$ cat config.mk
export PLATFORM = sky130hd
export DESIGN_NAME = cache_miss_ctrl
export DESIGN_NICKNAME = d
export VERILOG_FILES = /design/src/rtl/cache_miss_ctrl.sv
export SDC_FILE = /design/constraint.sdc
export NUM_CORES = 1
export LEC_CHECK = 0
export CELL_PAD_IN_SITES_DETAIL_PLACEMENT = 1
export CELL_PAD_IN_SITES_GLOBAL_PLACEMENT = 2
export CORE_MARGIN = 10
export CORE_UTILIZATION = 21
export DETAILED_ROUTE_END_ITERATION = 16
export PLACE_DENSITY_LB_ADDON = 0.12
export SETUP_SLACK_MARGIN = 0.3
export SLEW_MARGIN = 20
export SYNTH_ARGS = -nofsm -noshare
export SYNTH_HDL_FRONTEND = slang
export SYNTH_SLANG_ARGS = --single-unit
export TNS_END_PERCENT = 50
$ cat constraint.sdc
create_clock -name clk -period 7.44 [get_ports clk]
set_input_delay 0.744 -clock clk [delete_from_list [all_inputs] [get_ports clk]]
set_output_delay 0.744 -clock clk [all_outputs]
set_load 0.02 [all_outputs]
$ cat src/rtl/cache_miss_ctrl.sv
// Miss sequencer: picks a victim way round-robin, writes a dirty victim back as one
// burst, then streams the refill into the data RAM and updates the tag array.
module cache_miss_ctrl #(
   parameter int  LOG_H = 8,
   parameter int  LOG_N = 1,
   parameter int  LOG_W = 2,
   localparam int W     = 1 << LOG_W,
   localparam int TAG_W = 32 - LOG_H - LOG_W - 2
) (
   input  logic               clk,
   input  logic               resetn,
   input  logic               miss_valid,
   output logic               miss_ready,
   input  logic [LOG_H-1:0]   miss_index,
   input  logic [TAG_W-1:0]   miss_tag,
   output logic [LOG_N-1:0]   victim_way,
   input  logic               victim_dirty,
   input  logic [TAG_W-1:0]   victim_tag,
   output logic               dr_we,
   output logic [LOG_H-1:0]   dr_index,
   output logic [LOG_N-1:0]   dr_way,
   output logic [LOG_W-1:0]   dr_offset,
   output logic [31:0]        dr_din,
   input  logic [W*32-1:0]    dr_line,
   output logic               tag_we,
   output logic [LOG_H-1:0]   tag_index,
   output logic [LOG_N-1:0]   tag_way,
   output logic [TAG_W-1:0]   tag_wdata,
   output logic               wr_req,
   output logic [31:0]        wr_addr,
   output logic [W*32-1:0]    wr_data,
   input  logic               wr_rdy,
   output logic               rd_req,
   output logic [31:0]        rd_addr,
   input  logic               rd_rdy,
   input  logic               ret_valid,
   input  logic               ret_last,
   input  logic [31:0]        ret_data,
   output logic               refill_done
);

   localparam int OFS_W = LOG_W + 2;

   typedef enum logic [2:0] {IDLE, WB_REQ, RD_REQ, REFILL, DONE} state_t;

   state_t             state, state_nx;
   logic [LOG_N-1:0]   ptr;
   logic [LOG_W-1:0]   cnt;
   logic [LOG_H-1:0]   idx_q;
   logic [TAG_W-1:0]   tag_q;
   logic [TAG_W-1:0]   vtag_q;
   logic [LOG_N-1:0]   way_q;
   logic [W*32-1:0]    buf_q;
   logic               accept;

   assign miss_ready = resetn && (state == IDLE);
   assign accept     = miss_valid && miss_ready;

   always_ff @(posedge clk) begin
      if (!resetn) begin
         state <= IDLE;
         ptr   <= '0;
         cnt   <= '0;
      end else begin
         state <= state_nx;
         if (accept) begin
            ptr <= ptr + LOG_N'(1);
         end
         if (state == RD_REQ && rd_rdy) begin
            cnt <= '0;
         end else if (state == REFILL && ret_valid) begin
            cnt <= cnt + LOG_W'(1);
         end
      end
   end

   // Victim line is snapshotted at acceptance so refill writes cannot disturb wr_data.
   always_ff @(posedge clk) begin
      if (accept) begin
         idx_q  <= miss_index;
         tag_q  <= miss_tag;
         way_q  <= ptr;
         vtag_q <= victim_tag;
         buf_q  <= dr_line;
      end
   end

   assign victim_way = ptr;
   assign dr_offset  = cnt;
   assign dr_din     = ret_data;
   assign tag_index  = idx_q;
   assign tag_way    = way_q;
   assign tag_wdata  = tag_q;
   assign wr_addr    = {vtag_q, idx_q, {OFS_W{1'b0}}};
   assign wr_data    = buf_q;
   assign rd_addr    = {tag_q, idx_q, {OFS_W{1'b0}}};

   always_comb begin
      state_nx    = state;
      dr_we       = 1'b0;
      wr_req      = 1'b0;
      rd_req      = 1'b0;
      tag_we      = 1'b0;
      refill_done = 1'b0;
      dr_index    = idx_q;
      dr_way      = way_q;
      case (state)
         IDLE: begin
            dr_index = miss_index;
            dr_way   = ptr;
            if (accept) begin
               state_nx = victim_dirty ? WB_REQ : RD_REQ;
            end
         end
         WB_REQ: begin
            wr_req = 1'b1;
            if (wr_rdy) begin
               state_nx = RD_REQ;
            end
         end
         RD_REQ: begin
            rd_req = 1'b1;
            if (rd_rdy) begin
               state_nx = REFILL;
            end
         end
         REFILL: begin
            dr_we = ret_valid;
            if (ret_valid && ret_last) begin
               state_nx = DONE;
            end
         end
         DONE: begin
            tag_we      = 1'b1;
            refill_done = 1'b1;
            state_nx    = IDLE;
         end
         default: state_nx = IDLE;
      endcase
   end

endmodule

==> impl_metrics.env <==
export IMPL_antenna_found_initial=3
export IMPL_numClockSinks=183
export IMPL_end_kind="output port"
export IMPL_utilization=0.369
export IMPL_drc=0
export IMPL_slew_viol_final=0
export IMPL_synth_edff_count=177
export IMPL_yosysSeqAreaShare=0.849
export IMPL_worstSkewPairLatency_ps=430
export IMPL_rsz0062_at_grt="no"
export IMPL_syn_area_um2=6400
export IMPL_ant_nets=0
export IMPL_drt_pass1_iterations=4
export IMPL_syn_inst=309
export IMPL_postCtsSetupRepairBufs=0
export IMPL_seqCellArea_um2=5440
export IMPL_cts_tree="built"
export IMPL_dp_hpwl_mm=20.7
export IMPL_p_int_uw=1960
export IMPL_wl_per_cell_um=23.6
export IMPL_slew_headroom=0.331
export IMPL_synthArstFlopShare=0
export IMPL_hold_buffers=0
export IMPL_cts_max_level=4
export IMPL_grt_pass1_wl_mm=34.8
export IMPL_combPwrFrac=0.200
export IMPL_wl_mm=25.3
export IMPL_synth_cell_type_count=31
export IMPL_power_uw=2670
export IMPL_start_kind="register"
export IMPL_multi_input_area_um2=384
export IMPL_reg2reg_from="state[0]$_SDFFE_PN0P_"
export IMPL_initial_utilization=0.214
export IMPL_fmax_ghz=0.290
export IMPL_drive_gt1_frac=0.0660
export IMPL_outcome="finished clean"
export IMPL_grt_overflow=0
export IMPL_setup_violations_final=0
export IMPL_synthTopCellsByArea="edfxtp_1 83%, buf_4 9.4%, dfxtp_1 1.9%"
export IMPL_swShare=0.264
export IMPL_synth_area_per_cell_um2=20.7
export IMPL_p_switching_uw=704
export IMPL_power_per_cell_area_nw_per_um2=242
export IMPL_final_setup_tns_ps=0
export IMPL_min_period_over_period=0.463
export IMPL_cts_buffer_depth=2
export IMPL_cts_resized=0
export IMPL_place_gp_congestion=0.728
export IMPL_core_um2=29900
export IMPL_initialDrtViolationCount=177
export IMPL_hold_class="reg2reg"
export IMPL_p_leak_uw=0.00375
export IMPL_required_ps=6700
export IMPL_top_level_ports=487
export IMPL_cp_startpoint="state[0]$_SDFFE_PN0P_"
export IMPL_cts_root_buf="clkbuf_16"
export IMPL_final_nets=886
export IMPL_yosysTopAreaCell="edfxtp_1"
export IMPL_nFillCells=3037
export IMPL_synth_warnings=0
export IMPL_std_cell_rows=63
export IMPL_cap_violations=0
export IMPL_synth_top_area_frac=0.830
export IMPL_whs_ps=508
export IMPL_tightest_slew_ps=1000
export IMPL_hp_start="victim_way$_SDFFE_PN0P_"
export IMPL_stdcell_count=1073
export IMPL_crit_fanout=12
export IMPL_r2r_slack_ps=4130
export IMPL_cts_made_buffers=17
export IMPL_grt_max_degree=78
export IMPL_ys_ff_latch=183
export IMPL_grt_pass1_vias=4530
export IMPL_seqPwrFrac=0.474
export IMPL_fin_worst_skew_ps=9.47
export IMPL_finalHoldViolCount=0
export IMPL_vdd_drop_max_uv=124
export IMPL_viasPerCell=3.79
export IMPL_clockPowerShare=0.326
export IMPL_synth_flop_cell="edfxtp_1"
export IMPL_die_w_um=195
export IMPL_num_vias=4067
export IMPL_path_class="reg2out"
export IMPL_clk_pin_slew_ps=70
export IMPL_area_delta_synth_final_pct=72.3
export IMPL_arrival_ps=2700
export IMPL_die_area_um2=37900
export IMPL_place_inst=1041
export IMPL_dieHeight_um=195
export IMPL_min_period_ps=3450
export IMPL_numPortBuffers=414
export IMPL_grt_usage=0.127
[through the flow]
stage / instance area (um2) / worst slack, ps
6_report: 11000 / 3990
4_1_cts: 11000 / 3930
3_5_place_dp: 10500 / 4060
2_1_floorplan: 6430 / 1940
5_1_grt: 11000 / 3790
3_3_place_gp: 10500 / 4140
[registers in the layout, indices dropped and copies added (netlist names)]
name,flops
tag_index,8
dr_offset,2
state,3
tag_wdata,20
wr_data,128
vtag_q,20
tag_way,1
victim_way,1
[layout make-up]
type | instances | area share
clock inverter | 12 | 0.0109
sequential | 183 | 0.493
clock buffer | 19 | 0.0392
tap | 390 | 0.0442
timing repair buffer | 416 | 0.377
antenna | 1 | 0.000227
inverter | 3 | 0.00102
multi-input combinational | 49 | 0.0348
[cells in the mapped netlist (2+ instances only)]
library cell / n
nor2_1: 3
buf_4: 80
a21oi_1: 2
mux2_2: 9
and2_1: 3
and3_1: 2
edfxtp_1: 177
inv_1: 3
dfxtp_1: 6
nand2b_1: 3
[metal layers]
layer / wire length (um) / vias to the layer above / track usage
met3: 3650 / 25 / 0.0910
met5: 34 / - / 0
met4: 266 / 4 / 0.0363
met1: 8350 / 1959 / 0.115
met2: 13000 / 288 / 0.222
li1: - / 1791 / -
[power groups by stage]
stage	registers [uW]	clock network (uW)	logic (uW)
detailed placement	1290	0	546
floorplan	1380	0	177
global placement	1280	0	542
global route	1270	954	565
CTS	1270	913	548
finish	1260	870	535
[final timing paths]
kind,to,depth (start not counted)
worst max register to register,wr_data[98]$_DFFE_PP_,3
worst max-delay path,dr_index[5],3
worst min register to register,tag_way$_DFFE_PP_,0
worst min-delay path,tag_way$_DFFE_PP_,0
[critical path: stages (launching register included)]
cell	delay, ps
dfxtp_1	460
nor3_2	830
mux2_2	420
clkdlybuf4s50_1	550
[cell usage in the layout (no fill, tap or decap), types with 2 or more instances in the layout]
master	netlist	layout
nor2_1	3	3
clkbuf_16	0	17
edfxtp_1	177	177
clkinv_4	0	2
clkdlybuf4s50_1	0	414
conb_1	1	8
inv_1	3	3
and2_1	3	3
clkinvlp_4	0	3
a21oi_1	2	2
inv_6	0	4
buf_4	80	2
nand2b_1	3	3
dfxtp_1	6	6
mux2_2	9	9
clkbuf_1	0	2
[cell families (layout without fill, tap and decap cells)]
family,Yosys count,count (layout),synth area share
flip-flops,183,183,0.849
buffers and inverters,84,450,0.0963
AND/OR/NAND/NOR,22,22,0.0266
multiplexers,10,10,0.0174
AO/OA/AOI/OAI,7,7,0.00781
XOR/XNOR,2,2,0.00274
other,1,9,0.000585
(Power assumes the default switching activity.)
